$ cat config.mk
export PLATFORM = sky130hd
export DESIGN_NAME = wb_arbiter
export DESIGN_NICKNAME = d
export VERILOG_FILES = /design/src/rtl/wb_arbiter.sv
export SDC_FILE = /design/constraint.sdc
export NUM_CORES = 1
export LEC_CHECK = 0
export BUFFER_PORTS_ARGS = -buffer_cell sky130_fd_sc_hd__buf_2
export CAP_MARGIN = 20
export CORE_MARGIN = 4
export CORE_UTILIZATION = 51
export DETAILED_ROUTE_END_ITERATION = 7
export PLACE_DENSITY = 0.76
export SLEW_MARGIN = 20
export SYNTH_ARGS = -nofsm -noshare
export SYNTH_HDL_FRONTEND = slang
export SYNTH_SLANG_ARGS = --single-unit
$ cat constraint.sdc
create_clock -name clk -period 2.7 [get_ports clk]
set_input_delay 0.135 -clock clk [delete_from_list [all_inputs] [get_ports clk]]
set_output_delay 0.135 -clock clk [all_outputs]
set_load 0.01 [all_outputs]
$ cat src/rtl/wb_arbiter.sv
// Write-back arbiter: merges load and ALU results onto the single RF write port.
// Loads win; losing ALU results queue in order. A pending-write scoreboard is exported to decode.
module wb_arbiter #(
    parameter int unsigned DATA_W = 64,
    parameter int unsigned ADDR_W = 3,
    parameter int unsigned DEPTH  = 4
) (
    input  logic              clk,
    input  logic              rst,
    input  logic              alu_valid,
    input  logic [ADDR_W-1:0] alu_addr,
    input  logic [DATA_W-1:0] alu_data,
    input  logic              ld_valid,
    input  logic [ADDR_W-1:0] ld_addr,
    input  logic [DATA_W-1:0] ld_data,
    output logic              wena,
    output logic [ADDR_W-1:0] waddr,
    output logic [DATA_W-1:0] wdata,
    output logic              alu_stall,
    input  logic [ADDR_W-1:0] q0addr,
    input  logic [ADDR_W-1:0] q1addr,
    output logic              q0_pend,
    output logic              q1_pend,
    output logic              ovf_err,
    output logic              waw_err
);
    localparam int unsigned PTR_W = $clog2(DEPTH);
    localparam int unsigned CNT_W = PTR_W + 1;

    logic [ADDR_W-1:0] mem_addr [DEPTH];
    logic [DATA_W-1:0] mem_data [DEPTH];
    logic [DEPTH-1:0]  vld_q;
    logic [PTR_W-1:0]  rd_ptr_q, wr_ptr_q;
    logic [CNT_W-1:0]  count_q, count_d;

    logic              wena_q, wena_d;
    logic [ADDR_W-1:0] waddr_q, waddr_d;
    logic [DATA_W-1:0] wdata_q, wdata_d;
    logic              ovf_q, waw_q;

    logic empty, full, pop, push_req, push, ovf_set, waw_set;

    assign empty    = (count_q == '0);
    assign full     = (count_q == CNT_W'(DEPTH));
    assign pop      = !ld_valid && !empty;
    assign push_req = alu_valid && (ld_valid || !empty);
    // A full FIFO still accepts when the head leaves in the same cycle.
    assign push     = push_req && (!full || pop);
    assign ovf_set  = push_req && full && !pop;
    assign count_d  = count_q + CNT_W'(push) - CNT_W'(pop);

    always_comb begin
        waw_set = 1'b0;
        for (int i = 0; i < DEPTH; i++) begin
            if (ld_valid && vld_q[i] && (mem_addr[i] == ld_addr)) waw_set = 1'b1;
        end
    end

    always_comb begin
        wena_d  = 1'b0;
        waddr_d = waddr_q;
        wdata_d = wdata_q;
        if (ld_valid) begin
            wena_d  = 1'b1;
            waddr_d = ld_addr;
            wdata_d = ld_data;
        end else if (!empty) begin
            wena_d  = 1'b1;
            waddr_d = mem_addr[rd_ptr_q];
            wdata_d = mem_data[rd_ptr_q];
        end else if (alu_valid) begin
            wena_d  = 1'b1;
            waddr_d = alu_addr;
            wdata_d = alu_data;
        end
    end

    always_ff @(posedge clk) begin
        if (!rst) begin
            wena_q   <= 1'b0;
            waddr_q  <= '0;
            wdata_q  <= '0;
            vld_q    <= '0;
            rd_ptr_q <= '0;
            wr_ptr_q <= '0;
            count_q  <= '0;
            ovf_q    <= 1'b0;
            waw_q    <= 1'b0;
        end else begin
            wena_q  <= wena_d;
            waddr_q <= waddr_d;
            wdata_q <= wdata_d;
            count_q <= count_d;
            if (pop) begin
                vld_q[rd_ptr_q] <= 1'b0;
                rd_ptr_q        <= rd_ptr_q + PTR_W'(1);
            end
            if (push) begin
                vld_q[wr_ptr_q] <= 1'b1;
                wr_ptr_q        <= wr_ptr_q + PTR_W'(1);
            end
            if (ovf_set) ovf_q <= 1'b1;
            if (waw_set) waw_q <= 1'b1;
        end
    end

    always_ff @(posedge clk) begin
        if (push) begin
            mem_addr[wr_ptr_q] <= alu_addr;
            mem_data[wr_ptr_q] <= alu_data;
        end
    end

    always_comb begin
        q0_pend = wena_q && (waddr_q == q0addr);
        q1_pend = wena_q && (waddr_q == q1addr);
        for (int i = 0; i < DEPTH; i++) begin
            if (vld_q[i] && (mem_addr[i] == q0addr)) q0_pend = 1'b1;
            if (vld_q[i] && (mem_addr[i] == q1addr)) q1_pend = 1'b1;
        end
    end

    assign wena      = wena_q;
    assign waddr     = waddr_q;
    assign wdata     = wdata_q;
    assign alu_stall = (count_q >= CNT_W'(DEPTH - 1));
    assign ovf_err   = ovf_q;
    assign waw_err   = waw_q;
endmodule

==> flow_summary_export.csv <==
group,metric,value,unit
run_status,status,"completed",
yosys,ys_ff_latch,351,
critical_path,crit_top_cell,"inv_1",
place,portBuffers,216,
clocking,clk_latency,510,ps
timing,worstMarginPinSlew,924,ps
critical_path,critPathKind,"reg -> reg",
finish,area_delta_synth_final,28.0,%
finish,drive_gt1_frac,0.296,
clocking,clkTransAtPathRegs,60,ps
timing,fin_crit_sh,0.864,
critical_path,crit_slowest_cell,"dfxtp_1",
finish,final_cells,1627,
clocking,cts-buffers-inserted,37,
yosys,ys_types,36,
critical_path,crit_path_max_fanout,7,
critical_path,cp.arrival,2740,ps
yosys,syn_avg_cell_area,16.2,um^2
power_and_ir_drop,cellPowerDensity,884,mW/mm^2
floorplanning,initial_utilization,0.516,
yosys,synth_top_family_by_area,"multiplexers",
route,drt-total-wl,34500,um
clocking,cts.sinks,351,
finish,final_cell_mix,"edfxtp_1 (268), buf_2 (216), dlygate4sd3_1 (131)",
yosys,synth_seq_area_share,0.678,
yosys,synthAdderAreaFrac,0.0110,
timing,timing.hold.ws,57.1,ps
clocking,h-tree-depth,2,
floorplanning,dieArea,0.0308,mm^2
power_and_ir_drop,leakage,6.44,nW
clocking,tritoncts,"done",
route,dr_total_vias,9400,
global_routing,grt_pass1_vias,9803,
critical_path,crit_buf_inv,3,
timing,drv_slew,0,
yosys,synth_compound_area_frac,0.0951,
yosys,ys_warn_count,0,
finish,design_area,0.0183,mm^2
place,place.gp.congestion,0.802,
timing,setup_viol,0,
global_routing,grt_pass1_wl,54300,um
route,drc_errors,0,
run,cap_violations,0,
finish,final_common_cell,"edfxtp_1",
yosys,synth.area.mux_share,0.106,
floorplanning,io_pins,217,
floorplanning,coreArea,0.0278,mm^2
timing,skew,12.5,ps
timing,max_freq,0.429,GHz
floorplanning,dieWidth,176,um
timing,relSlewSlack,0.384,
route,antenna_left,0,
global_routing,grt.overflow.total,0,
global_routing,track_usage,0.222,
route,wl_per_cell,21.2,um
power_and_ir_drop,peakVddDrop,0.691,mV
hold_path,holdCritPathClass,"in -> reg",
finish,fin_nets,1372,
critical_path,path_cells,"nor3_4 -> or2_2 -> inv_1 -> ha_1 -> inv_1 -> ha_1 -> inv_1 -> fa_1 -> xnor2_1 -> and2_1",
yosys,synth_xor_area_frac,0.0281,
route,drt_iter0_drc,831,
floorplanning,rows,61,
timing,rsz0062_at_grt,"false",
clocking,cts_buffer_depth,3,
place,dp_hpwl,19300,um
clocking,root_buffer,"clkbuf_16",
critical_path,end_kind,"flop",
yosys,syn-instance-count,884,
route,dr.pass1.iters,5,
critical_path,cp-start-kind,"flop",
route,vias_per_cell,5.78,
place,post-place-cells,1424,
critical_path,slowest_delay,480,ps
place,placed_area,0.0158,mm^2
global_routing,grt_max_degree,80,
yosys,postSynthNetCount,1040,
global_routing,antenna_found_initial,4,
critical_path,cp.required,3100,ps
timing,hold_violations,0,
yosys,synth_area,0.0143,mm^2
timing,finalSetupTns,0,ps
yosys,synth_simple_gate_area_frac,0.0518,
critical_path,crit_family,"adder cells",
timing,fin_crit,2330,ps
floorplanning,die_h,176,um
-- what timing repair did --
| action | 4_1_cts | 5_1_grt |
|---|---|---|
| hold endpoints to repair | 332 | 0 |
| buffers inserted | 0 | 0 |
| resized for setup | 0 | 1 |
| endpoints found under the setup margin | 0 | 1 |
| hold buffers | 131 | 0 |
-- metrics by stage --
step	total power, mW	worst slack (ps)	util
after global placement	10.9	400	0.569
final	16.2	367	0.660
after CTS	16.3	240	0.660
after detailed placement	11.0	293	0.569
after global routing	17.0	178	0.660
after floorplan	9.83	496	-
-- worst min-delay path, stage by stage --
cell and delay [ps]:
buf_2 150, o221ai_1 180, a21oi_1 40
-- cell families (layout without fill, tap and decap cells) --
| group | Yosys count | count (layout) |
|---|---|---|
| buffers and inverters | 86 | 447 |
| XOR/XNOR | 46 | 46 |
| AND/OR/NAND/NOR | 106 | 106 |
| AO/OA/AOI/OAI | 215 | 215 |
| adder cells (fa/ha/maj) | 12 | 12 |
| multiplexers | 68 | 68 |
| other | 0 | 4 |
| flip-flops | 351 | 351 |
-- layer usage --
| metal | vias to the layer above | global-route usage | share of wire |
|---|---|---|---|
| met5 | - | 0 | 0 |
| li1 | 4232 | - | - |
| met1 | 4653 | 0.299 | 0.40 |
| met3 | 84 | 0.0347 | 0.063 |
| met4 | 0 | 0.0812 | 0.029 |
| met2 | 431 | 0.369 | 0.51 |
-- sequential cells by signal, summed over array words and instances (netlist names), named ones only --
name,flops
ovf_err,1
waw_err,1
mem_addr,12
mem_data,256
vld_q,4
waddr,3
wena,1
count_q,3
wdata,64
wr_ptr_q,2
rd_ptr_q,2
-- layout make-up --
type | instances | area [um^2]
sequential | 351 | 9720
fill | 1941 | 9440
multi-input combinational | 447 | 4190
timing repair buffer | 369 | 2690
clock buffer | 51 | 1040
tap | 378 | 473
clock inverter | 17 | 184
inverter | 10 | 40.0
antenna | 4 | 10.0
-- where the power goes --
| group | leakage, nW | internal, mW | switching, mW |
|---|---|---|---|
| Clock | 0.605 | 3.09 | 2.00 |
| Sequential | 3.14 | 6.63 | 0.382 |
| Combinational | 2.70 | 1.82 | 2.29 |
-- path summary, 6_finish.rpt --
| kind | from | to | slack, ps | cells past startpoint |
|---|---|---|---|---|
| worst max-delay path | count_q[1]$_SDFF_PN0_ | count_q[2]$_SDFF_PN0_ | 370 | 10 |
| worst min-delay path | ld_addr[2] | waddr[2]$_SDFFE_PN0P_ | 60 | 3 |
| worst min register to register | waw_err$_SDFFE_PN0P_ | waw_err$_SDFFE_PN0P_ | 510 | 1 |
| worst max register to register | count_q[1]$_SDFF_PN0_ | count_q[2]$_SDFF_PN0_ | 370 | 10 |
-- synthesized netlist by cell type, drive strengths merged --
cell type,instances,area [um^2]
edfxtp,268,8050
mux2i,1,10.0
nor2,1,3.75
ha,11,138
o221ai,67,587
xnor2,45,394
nand3b,67,503
buf,27,213
clkbuf,49,184
inv,10,37.5
a21oi,67,335
nand3,3,15.0
mux4,67,1510
and3,2,12.5
fa,1,20.0
or2,1,6.26
a41oi,1,8.76
nand4,14,87.6
o21a,6,45.0
xor2,1,8.76
and2,10,62.6
nand2,4,17.5
dfxtp,83,1660
nor3,2,21.3
nor2b,2,12.5
o21ai,68,340
a21boi,5,37.5
o31a,1,8.76
Power figures use the tool's default switching activity.
